<file path="config.mk">
export PLATFORM = sky130hd
export DESIGN_NAME = exc_redirect_ctrl
export DESIGN_NICKNAME = d
export VERILOG_FILES = /design/src/rtl/exc_redirect_ctrl.sv
export SDC_FILE = /design/constraint.sdc
export NUM_CORES = 1
export LEC_CHECK = 0
export CELL_PAD_IN_SITES_DETAIL_PLACEMENT = 2
export CELL_PAD_IN_SITES_GLOBAL_PLACEMENT = 2
export CORE_ASPECT_RATIO = 1.75
export CORE_MARGIN = 5
export CORE_UTILIZATION = 23
export DETAILED_ROUTE_END_ITERATION = 16
export PLACE_DENSITY = 0.89
export SLEW_MARGIN = 20
export SYNTH_ARGS = -nofsm -noshare
export SYNTH_HDL_FRONTEND = slang
export SYNTH_SLANG_ARGS = --single-unit
</file>
<file path="constraint.sdc">
create_clock -name clk -period 2.4 [get_ports clk]
set_clock_uncertainty 0.2 [all_clocks]
set_input_delay 0.36 -clock clk [delete_from_list [all_inputs] [get_ports clk]]
set_output_delay 0.36 -clock clk [all_outputs]
set_load 0.05 [all_outputs]
</file>
<file path="src/rtl/exc_redirect_ctrl.sv">
// Exception/ERET flush and fetch-redirect sequencer for the WB -> pre-IF path.
// Latches the redirect target and discards inst-SRAM responses of flushed fetches.
module exc_redirect_ctrl #(
    parameter logic [31:0] EX_ENTRY  = 32'hbfc00380,
    parameter int unsigned MAX_OUTST = 3
) (
    input  logic        clk,
    input  logic        reset,
    input  logic        ws_ex,
    input  logic        eret_flush,
    input  logic [31:0] cp0_epc,
    input  logic        inst_req_fire,
    input  logic        inst_resp,
    input  logic        redirect_ready,
    output logic        pipe_flush,
    output logic        redirect_valid,
    output logic [31:0] redirect_pc,
    output logic        resp_discard,
    output logic        fetch_allow,
    output logic        busy
);

    localparam int unsigned CNT_W = 3;

    typedef enum logic [0:0] {
        IDLE     = 1'b0,
        REDIRECT = 1'b1
    } state_t;

    state_t             state;
    logic               trig;
    logic [CNT_W-1:0]   outst;
    logic [CNT_W-1:0]   outst_nxt;
    logic [CNT_W-1:0]   disc;

    assign trig         = ws_ex | eret_flush;
    assign pipe_flush   = (state == IDLE) && trig;
    assign fetch_allow  = (outst < CNT_W'(MAX_OUTST));
    assign resp_discard = inst_resp && (disc != '0);
    assign busy         = (state == REDIRECT) || (disc != '0);

    // A request and a response in the same cycle cancel; a stray response saturates at zero.
    always_comb begin
        outst_nxt = outst;
        if (inst_req_fire && !inst_resp)
            outst_nxt = outst + CNT_W'(1);
        else if (!inst_req_fire && inst_resp && (outst != '0))
            outst_nxt = outst - CNT_W'(1);
    end

    always_ff @(posedge clk) begin
        if (reset) begin
            state          <= IDLE;
            redirect_valid <= 1'b0;
            redirect_pc    <= '0;
        end else begin
            case (state)
                IDLE: begin
                    if (trig) begin
                        state          <= REDIRECT;
                        redirect_valid <= 1'b1;
                        redirect_pc    <= ws_ex ? EX_ENTRY : cp0_epc;
                    end
                end
                REDIRECT: begin
                    if (redirect_ready) begin
                        state          <= IDLE;
                        redirect_valid <= 1'b0;
                    end
                end
                default: begin
                    state          <= IDLE;
                    redirect_valid <= 1'b0;
                end
            endcase
        end
    end

    // Everything still in flight after the flush cycle (including a request fired
    // in that cycle) belongs to the old stream; a reload covers back-to-back traps.
    always_ff @(posedge clk) begin
        if (reset) begin
            outst <= '0;
            disc  <= '0;
        end else begin
            outst <= outst_nxt;
            if (pipe_flush)
                disc <= outst_nxt;
            else if (resp_discard)
                disc <= disc - CNT_W'(1);
        end
    end

    always_ff @(posedge clk) begin
        if (!reset) begin
            assert (!(inst_req_fire && !fetch_allow));
            assert (!(inst_resp && (outst == '0)));
        end
    end

endmodule

</file>
==> results.json, run 1 <==
{
  "cts_tree": "built",
  "synth_cells": 157,
  "start_util_pct": 23.5,
  "htree_levels": 2,
  "r2r-start": "outst[0]$_SDFF_PP0_",
  "cts_hold_buf": 0,
  "synthesis.nets": 201,
  "synth_xor_area_share_pct": 0.543,
  "diodes": 0,
  "holdPathEnd": "redirect_pc[13]$_SDFFE_PP0P_",
  "finalSetupViolCount": 0,
  "post_route_cells_drive_above_1_share_pct": 8.94,
  "whs_path_depth": 1,
  "drt_iter0_markers": 24,
  "crit_family": "buffers and inverters",
  "yosysTopAreaCell": "dfxtp_1",
  "period_share_pct": 90.4,
  "synthMuxAreaShare_pct": 0,
  "grt_util_all_layers_pct": 13.0,
  "drc": 0,
  "antenna_found_initial": 0,
  "hold_viol_final": 0,
  "yosysWarnings": 0,
  "antenna_left": 0,
  "crit_arrival_ns": 1.61,
  "cts_setup_buffers": 0,
  "rows": 40,
  "root_buffer": "clkbuf_16",
  "outcome": "finished, final reports clean",
  "ios": 76,
  "rrSetupSlack_ns": 0.50,
  "fillerInstances": 735,
  "gp_congestion": 0.704,
  "clock-sinks": 40,
  "vias": 1485,
  "hpwl_um": 4110,
  "rsz0062_at_grt": "false",
  "die_area_um2": 8850,
  "p_per_area_nw_per_um2": 773,
  "synth_cell_types": 35,
  "first_pass_iters": 4,
  "numCtsBuffers": 5,
  "final_util_pct": 38.0,
  "hold_class": "flop to flop",
  "synth_top_cell_area_share_pct": 49.7,
  "synth_top_family_by_area": "compound AO/OA/AOI/OAI gates",
  "grt_max_degree": 21,
  "tightest_slew_ns": 0.525,
  "die_x_um": 73.3,
  "syn-cell-area_um2": 1610,
  "finalCriticalPeriod_ns": 2.17,
  "ir_drop_mv": 0.440,
  "portBuffers": 75,
  "die_y_um": 121,
  "synth-compound-area-share_pct": 25.8,
  "drv_slew": 0,
  "cpPeakStageDelay_ns": 0.81,
  "crit_fanout": 4,
  "r2r-end": "disc[2]$_SDFFE_PP0P_",
  "synth_adder_area_share_pct": 3.88,
  "synthSimpleGateAreaFrac_pct": 13.2,
  "max_freq_mhz": 461,
  "overflow": 0,
  "r2r_cells": 6,
  "worstHoldStart": "redirect_pc[13]$_SDFFE_PP0P_",
  "cp-end-kind": "output pin",
  "relSlewSlack_pct": 64.9,
  "grt_pass1_vias": 1715,
  "tns_ns": 0,
  "synth_seq_area_share_pct": 49.7,
  "area_growth_syn_to_layout_pct": 61.8,
  "cp-start-kind": "flop",
  "clock_latency_ns": 0.28,
  "syn_area_per_cell_um2": 10.3,
  "synth_area_leaders": "dfxtp_1 50%, a22o_1 11%, a211oi_1 6.5%, nor2_1 6.5%, ha_1 3.9%",
  "cp.required_ns": 1.84,
  "p_leak_nw": 1.00,
  "grt_pass1_wl_um": 8760,
  "clkTransAtPathRegs_ns": 0.06,
  "ys_seq_elements": 40,
  "seqCellArea_um2": 801,
  "routed_wl_um": 5310,
  "multiInputGateArea_um2": 706,
  "cp_cell_sequence": "a21oi_1 -> clkdlybuf4s50_1",
  "clockBufferDepth": 2,
  "final_nets": 278,
  "cts_resized": 0,
  "via_per_inst": 4.66,
  "wl_per_cell_um": 16.6,
  "core_area_um2": 6860,
  "cp_num_buf_inv": 1,
  "slowest_stage": "clkdlybuf4s50_1",
  "path_class": "flop to output pin",
  "timing.max_cap.violations": 0
}
-- synthesized netlist by cell type --
master,n
clkbuf_1,1
o31a_1,1
nor4b_1,1
nor2_1,28
o21ai_0,1
and2_1,1
nand2_1,2
o21ai_1,2
nor3_1,1
clkbuf_8,1
buf_12,1
or2_2,1
or4b_1,1
o22a_1,1
nand3_1,1
o21a_1,1
nor2_8,1
a22o_1,21
o211a_1,1
xnor2_1,1
ha_1,5
a221oi_1,1
buf_4,2
buf_8,1
a211oi_1,14
o211ai_1,1
dfxtp_1,40
a21oi_1,5
nand2b_1,4
buf_2,5
a211oi_2,2
nor2b_1,1
inv_1,5
o21ba_1,1
or2b_1,1
-- state kept, by name, summed over array words and instances, names as in the netlist --
register        flops
redirect_valid      1
redirect_pc        32
outst               3
disc                3
state               1
-- routing by layer --
| metal | track usage [%] | wire length [um] |
|---|---|---|
| met4 | 4.50 | 83 |
| met2 | 24.7 | 3100 |
| met5 | 0 | 0 |
| met1 | 12.0 | 1760 |
| met3 | 5.07 | 370 |
-- stage by stage --
step	worst slack (ns)	power [mW]	instances	instance area [um2]	hold slack, ns
floorplan	0.607	1.08	157	1610	0.259
global placement	0.241	1.27	311	2440	0.248
detailed placement	0.183	1.29	311	2440	0.258
CTS	0.213	2.06	319	2610	0.280
global route	0.138	2.12	319	2610	0.301
finish	0.232	2.02	319	2610	0.273
-- kinds of logic (layout without fill, tap and decap cells) --
group | Yosys count | count (layout)
adders and majority gates | 5 | 5
buffers and inverters | 16 | 94
DFF | 40 | 40
AOI/OAI and AO/OA | 52 | 52
xor gates and xnor gates | 1 | 1
and+or+nand+nor | 43 | 43
-- report_power, final --
| part | internal (mW) | switching [mW] | total [mW] |
|---|---|---|---|
| Clock | 0.489 | 0.258 | 0.747 |
| Sequential | 0.714 | 0.0349 | 0.748 |
| Combinational | 0.217 | 0.303 | 0.520 |
| Total | 1.42 | 0.596 | 2.02 |
-- final cells by class --
class	instances	area share, %
Inverter	5	0.720
Timing Repair Buffer	81	31.2
Clock buffer	6	4.94
Sequential cell	40	30.7
Tap cell	84	4.03
Clock inverter	2	1.34
Multi-Input combinational cell	101	27.1
-- worst max path at each step --
stage / start / slack (ns) / end / cells after the start
global placement: inst_req_fire / 0.24 / disc[2]$_SDFFE_PP0P_ / 5
floorplan: disc[0]$_SDFFE_PP0P_ / 0.61 / disc[0]$_SDFFE_PP0P_ / 6
detailed placement: inst_req_fire / 0.18 / disc[2]$_SDFFE_PP0P_ / 5
CTS: outst[0]$_SDFF_PP0_ / 0.21 / fetch_allow / 2
global route: outst[0]$_SDFF_PP0_ / 0.14 / fetch_allow / 2
finish: outst[0]$_SDFF_PP0_ / 0.23 / fetch_allow / 2
-- placed cells by master, fill, tap and decap left out --
cell,count
a211oi_1,14
a211oi_2,2
a21oi_1,5
a221oi_1,1
a22o_1,21
and2_1,1
buf_12,2
buf_4,7
bufinv_16,1
clkbuf_1,1
clkbuf_16,5
clkdlybuf4s50_1,72
clkinv_2,1
dfxtp_1,40
ha_1,5
inv_1,5
nand2_1,2
nand2b_1,4
nand3_1,1
nor2_1,28
nor2_8,1
nor2b_1,1
nor3_1,1
nor4b_2,1
o211a_1,1
o211ai_1,1
o21a_1,1
o21ai_0,1
o21ai_1,2
o21ba_1,1
o22a_1,1
o31a_1,1
or2_2,1
or2b_1,1
or4b_1,1
xnor2_1,1
Note: power is estimated with default switching activity, not from simulation.
==> run 2: changes to the inputs <==
--- a/config.mk
+++ b/config.mk
@@ -8,5 +8,4 @@
 export CELL_PAD_IN_SITES_DETAIL_PLACEMENT = 2
 export CELL_PAD_IN_SITES_GLOBAL_PLACEMENT = 2
-export CORE_ASPECT_RATIO = 1.75
 export CORE_MARGIN = 5
 export CORE_UTILIZATION = 23
==> constraint.sdc (replaced) <==
create_clock -name clk -period 2.4 [get_ports clk]
set_clock_uncertainty 0.2 [all_clocks]
set_input_delay 0.36 -clock clk [delete_from_list [all_inputs] [get_ports clk]]
set_output_delay 0.36 -clock clk [all_outputs]
set_load 0.02 [all_outputs]
==> run 2 against run 1 <==
- first-iteration DRC count rose by 75%
- sequential power hardly changed
- via count is 0.67% lower
- maximum frequency fell by 7.1%
- register-to-register slack gained 0.06 ns
- worst hold slack barely moved
- critical path type is now input port to output pin
- highest routed layer unchanged
==> results.json, run 2 (synthesis gave the netlist of run 1 again) <==
{
  "outcome": "finished, final reports clean",
  "ios": 76,
  "drt_iter0_markers": 42,
  "rows": 30,
  "core_area_um2": 6790,
  "crit_arrival_ns": 1.77,
  "layout_commonest_cell": "clkdlybuf4s50_1",
  "grt_util_all_layers_pct": 12.0,
  "rsz0062_at_grt": "false",
  "finalCriticalPeriod_ns": 2.33,
  "cpMostUsedCell": "clkdlybuf4s50_1",
  "largest_reg_flops": 32,
  "ir_drop_mv": 0.267,
  "area_growth_syn_to_layout_pct": 57.1,
  "via_per_inst": 4.44,
  "htree_levels": 2,
  "cp-start-kind": "input port",
  "tns_ns": 0,
  "cpPeakStageDelay_ns": 0.62,
  "r2r-start": "outst[0]$_SDFF_PP0_",
  "clock_latency_ns": 0.29,
  "crit_cells": 5,
  "finalSetupViolCount": 0,
  "cp-end-kind": "output pin",
  "relSlewSlack_pct": 69.9,
  "timing.max_cap.violations": 0,
  "crit_path_end": "pipe_flush",
  "r2r-end": "disc[2]$_SDFFE_PP0P_",
  "r2r_cells": 6,
  "use_met3_pct": 4.33,
  "first_pass_iters": 4,
  "hold_viol_final": 0,
  "p_per_area_nw_per_um2": 624,
  "final_cell_mix": "73 x clkdlybuf4s50_1, 40 x dfxtp_1, 28 x nor2_1",
  "cp.required_ns": 1.84,
  "die_area_um2": 8780,
  "top_regs": "redirect_pc: 32 flops, disc: 3 flops, outst: 3 flops",
  "hold_class": "flop to flop",
  "seqCellArea_um2": 801,
  "final_nets": 280,
  "grt_pass1_wl_um": 8240,
  "path_class": "input port to output pin",
  "grt_pass1_vias": 1634,
  "drv_slew": 0,
  "post_route_cells_drive_above_1_share_pct": 8.05,
  "power_frac_seq_pct": 47.3,
  "vias": 1475,
  "diodes": 0,
  "pwr-share-clk_pct": 26.9,
  "p_leak_nw": 0.966,
  "cp_cell_sequence": "clkdlybuf4s50_1 -> nor2_1 -> buf_4 -> nor2_8 -> clkdlybuf4s50_1",
  "final_util_pct": 37.3,
  "portBuffers": 75,
  "p_sw_mw": 0.461,
  "p_comb_share_pct": 25.8,
  "overflow": 0,
  "rrSetupSlack_ns": 0.56,
  "grt_max_degree": 32,
  "numCtsBuffers": 5,
  "place_inst": 325,
  "cts_tree": "built",
  "crit_fanout": 3,
  "max_freq_mhz": 429,
  "antenna_found_initial": 0,
  "cp-startpoint": "eret_flush",
  "crit_family": "buffers and inverters",
  "clock-sinks": 40,
  "stdcell_area_um2": 2530,
  "use_met1_pct": 13.5,
  "largest_register": "redirect_pc",
  "hpwl_um": 3980,
  "gp_congestion": 0.699,
  "tightest_slew_ns": 0.449,
  "layout.cells.non_filler": 332,
  "cp_num_buf_inv": 3,
  "switching_share_pct": 29.2,
  "routed_wl_um": 5140,
  "period_share_pct": 97.2,
  "internal_power_mw": 1.12,
  "multiInputGateArea_um2": 706,
  "slowest_stage": "clkdlybuf4s50_1",
  "root_buffer": "clkbuf_8",
  "drc": 0,
  "die_y_um": 93.7,
  "grt.busiest_layer": "met2",
  "clkTransAtPathRegs_ns": 0.07,
  "clockBufferDepth": 2,
  "antenna_left": 0,
  "dpl-instance-area_um2": 2460,
  "die_x_um": 93.7,
  "start_util_pct": 23.7,
  "wl_per_cell_um": 15.5,
  "fillerInstances": 752,
  "use_met2_pct": 21.1
}
run 2: cell count changes in the layout (fill, tap and decap cells not counted):
cell / delta
dlygate4sd2_1: +2
clkbuf_8: +5
buf_4: +1
buf_12: -2
bufinv_16: -1
clkbuf_16: -5
clkdlybuf4s50_1: +1
run 2: final cells by class:
cell class | instances | share of cell area, %
inverters | 5 | 0.741
repair buffers | 83 | 31.9
well taps | 96 | 4.75
flip-flops and latches | 40 | 31.6
clock inverters | 1 | 0.198
clock buffers | 6 | 2.87
multi-input cells | 101 | 27.9
run 2: layer usage:
layer  part of all wire, %  routed length [um]  vias up
li1                      -                   -      720
met1                    41                2110      712
met2                    52                2670       36
met3                   5.9                 304        7
met4                   1.0                  53        0
met5                     0                   0        -
run 2: timing repair:
action                                  in CTS  in global routing
buffers inserted                             0                  0
gates resized for setup                      2                  0
endpoints found under the setup margin       2                  0
hold buffers                                 0                  0
run 2: how the worst min path moves through the flow:
stage	start	to	slack, ns	cells after the start
2_1_floorplan	disc[0]$_SDFFE_PP0P_	disc[0]$_SDFFE_PP0P_	0.26	2
3_3_place_gp	redirect_pc[11]$_SDFFE_PP0P_	redirect_pc[11]$_SDFFE_PP0P_	0.26	1
3_5_place_dp	redirect_pc[14]$_SDFFE_PP0P_	redirect_pc[14]$_SDFFE_PP0P_	0.26	1
4_1_cts	redirect_pc[21]$_SDFFE_PP0P_	redirect_pc[21]$_SDFFE_PP0P_	0.28	1
5_1_grt	redirect_pc[20]$_SDFFE_PP0P_	redirect_pc[20]$_SDFFE_PP0P_	0.30	1
6_report	redirect_pc[21]$_SDFFE_PP0P_	redirect_pc[21]$_SDFFE_PP0P_	0.27	1
run 2: power groups by stage:
stage / sequential (mW) / combinational [mW] / clock, mW
floorplan: 0.796 / 0.185 / 0
global placement: 0.760 / 0.403 / 0
detailed placement: 0.763 / 0.420 / 0
CTS: 0.748 / 0.417 / 0.445
global route: 0.755 / 0.447 / 0.473
finish: 0.747 / 0.407 / 0.425
run 2: worst register-to-register path: cells and delay by family, from the launching register on:
family,cells,cell delay (ns)
AO/OA/AOI/OAI,3,0.44
buffers and inverters,1,0.08
flip-flops,1,0.40
adder cells (fa/ha/maj),1,0.20
AND/OR/NAND/NOR,1,0.45
run 2: stage by stage:
step,power [mW],setup WS [ns],hold slack [ns]
6_report,1.58,0.0663,0.274
5_1_grt,1.67,0.0171,0.300
4_1_cts,1.61,0.0532,0.282
3_5_place_dp,1.18,0.0138,0.256
3_3_place_gp,1.16,0.0452,0.256
2_1_floorplan,0.981,0.688,0.259
==> run 3: changes to the inputs <==
Settings changed: CORE_UTILIZATION 23 to 21, PLACE_DENSITY 0.89 to 0.86.
Clock period 2.4 ns to 2.1 ns, I/O delays scaled along.
==> run 3 against run 2 <==
- non-clock buffer count rose by 6
- largest cell class unchanged
- global-route usage shrank 1.0 points
- routed wire length is 1.2% higher
- clock power rose by 55%
- first-iteration DRC count fell by 26%
==> results.json, run 3 (synthesis gave the netlist of run 1 again) <==
{
  "seqCellArea_um2": 802,
  "die_x_um": 97.6,
  "rsz0062_at_grt": "false",
  "crit_arrival_ns": 1.99,
  "drv_slew": 0,
  "drt_iter0_markers": 31,
  "p_leak_nw": 1.02,
  "p_per_area_nw_per_um2": 759,
  "diodes": 0,
  "via_per_inst": 4.33,
  "crit_fanout": 4,
  "hold_class": "flop to flop",
  "fin_hold_ws_ns": 0.275,
  "routed_wl_um": 5200,
  "dpl_worst_slack_ns": -0.129,
  "largest_reg_flops": 32,
  "largest_register": "redirect_pc",
  "clock_latency_ns": 0.29,
  "htree_levels": 2,
  "fillerInstances": 851,
  "die_y_um": 97.6,
  "numCtsBuffers": 5,
  "grt_util_all_layers_pct": 11.0,
  "die_area_um2": 9530,
  "outcome": "finished, final reports clean",
  "antenna_left": 0,
  "relSlewSlack_pct": 77.7,
  "vias": 1495,
  "start_util_pct": 21.2,
  "multiInputGateArea_um2": 716,
  "finalCriticalPeriod_ns": 1.99,
  "cts_tree": "built",
  "cp-start-kind": "flop",
  "ios": 76,
  "ir_drop_mv": 0.424,
  "gp_congestion": 0.681,
  "cts_hold_buf": 0,
  "cp.required_ns": 2.11,
  "rows": 32,
  "setup_ws_ns": 0.114,
  "clock-sinks": 40,
  "final_nets": 286,
  "tightest_slew_ns": 0.334,
  "clockBufferDepth": 2,
  "root_buffer": "clkbuf_8",
  "clkTransAtPathRegs_ns": 0.08,
  "layout_commonest_cell": "clkdlybuf4s50_1",
  "core_area_um2": 7610,
  "timing.max_cap.violations": 0,
  "finalSetupViolCount": 0,
  "hold_viol_final": 0,
  "cp-end-kind": "flop",
  "antenna_found_initial": 0,
  "final_cell_mix": "72 x clkdlybuf4s50_1, 39 x dfxtp_1, 28 x nor2_1",
  "first_pass_iters": 4,
  "overflow": 0,
  "post_route_cells_drive_above_1_share_pct": 13.2,
  "portBuffers": 75,
  "area_growth_syn_to_layout_pct": 64.8,
  "max_freq_mhz": 503,
  "period_share_pct": 94.6,
  "drc": 0,
  "wl_per_cell_um": 15.1,
  "grt_pass1_vias": 1692,
  "hpwl_um": 4050,
  "path_class": "flop to flop",
  "grt_max_degree": 32,
  "top_regs": "redirect_pc: 32 flops, disc: 3 flops, outst: 3 flops",
  "tns_ns": 0,
  "grt_pass1_wl_um": 8640
}
## run 3: cell count changes in the layout (fill, tap and decap cells not counted), sizes merged
cell / before / now
bufinv: 0 / 1
buf: 8 / 15
clkdlybuf4s50: 73 / 72
clkbuf: 6 / 7
dlygate4sd2: 2 / 1
## run 3: timing repair
action / 4_1_cts / 5_1_grt
endpoints found under the setup margin: 3 / 3
resized for setup: 6 / 5
setup buffers: 1 / 0
## run 3: final cells by class
cell class                      count  area share [%]
Tap cell                          102            4.81
Timing Repair Buffer               89            32.8
Inverter                            5           0.707
Sequential cell                    40            30.2
Clock inverter                      2            1.46
Clock buffer                        6            3.11
Multi-Input combinational cell    101            27.0
## run 3: per-stage QoR
| stage | instance area [um2] | total power [mW] | cells | utilization, % |
|---|---|---|---|---|
| 2_1_floorplan | 1610 | 1.12 | 157 | - |
| 3_3_place_gp | 2530 | 1.35 | 336 | 33.2 |
| 3_5_place_dp | 2530 | 1.38 | 336 | 33.2 |
| 4_1_cts | 2660 | 2.05 | 345 | 34.9 |
| 5_1_grt | 2660 | 2.13 | 345 | 34.9 |
| 6_report | 2660 | 2.02 | 345 | 34.9 |
## run 3: worst max-delay path, cell delays in order (launching register included)
cell      delay [ns]
dfxtp_1         0.40
inv_1           0.10
ha_1            0.20
or4b_1          0.46
o21ai_1         0.12
a211oi_1        0.10
buf_4           0.15
a211oi_2        0.19
## run 3: per-layer routing
layer	share of wire, %	up-vias	track usage, %
li1	-	732	-
met1	43	731	13.3
met2	54	30	20.1
met3	1.9	2	1.79
met4	0.56	0	2.88
met5	0	-	0
## run 3: path summary, 6_finish.rpt
path | start | to | slack, ns | cells after the start
worst max register to register | outst[1]$_SDFF_PP0_ | disc[2]$_SDFFE_PP0P_ | 0.11 | 7
worst max-delay path | outst[1]$_SDFF_PP0_ | disc[2]$_SDFFE_PP0P_ | 0.11 | 7
worst min-delay path | redirect_pc[16]$_SDFFE_PP0P_ | redirect_pc[16]$_SDFFE_PP0P_ | 0.28 | 1
worst min register to register | redirect_pc[16]$_SDFFE_PP0P_ | redirect_pc[16]$_SDFFE_PP0P_ | 0.28 | 1
## run 3: power by group
group          leakage (nW)  switching [mW]  internal [mW]
Clock                0.0614           0.269          0.389
Sequential            0.329          0.0403          0.815
Combinational         0.631           0.239          0.263
Total                  1.02           0.549           1.47
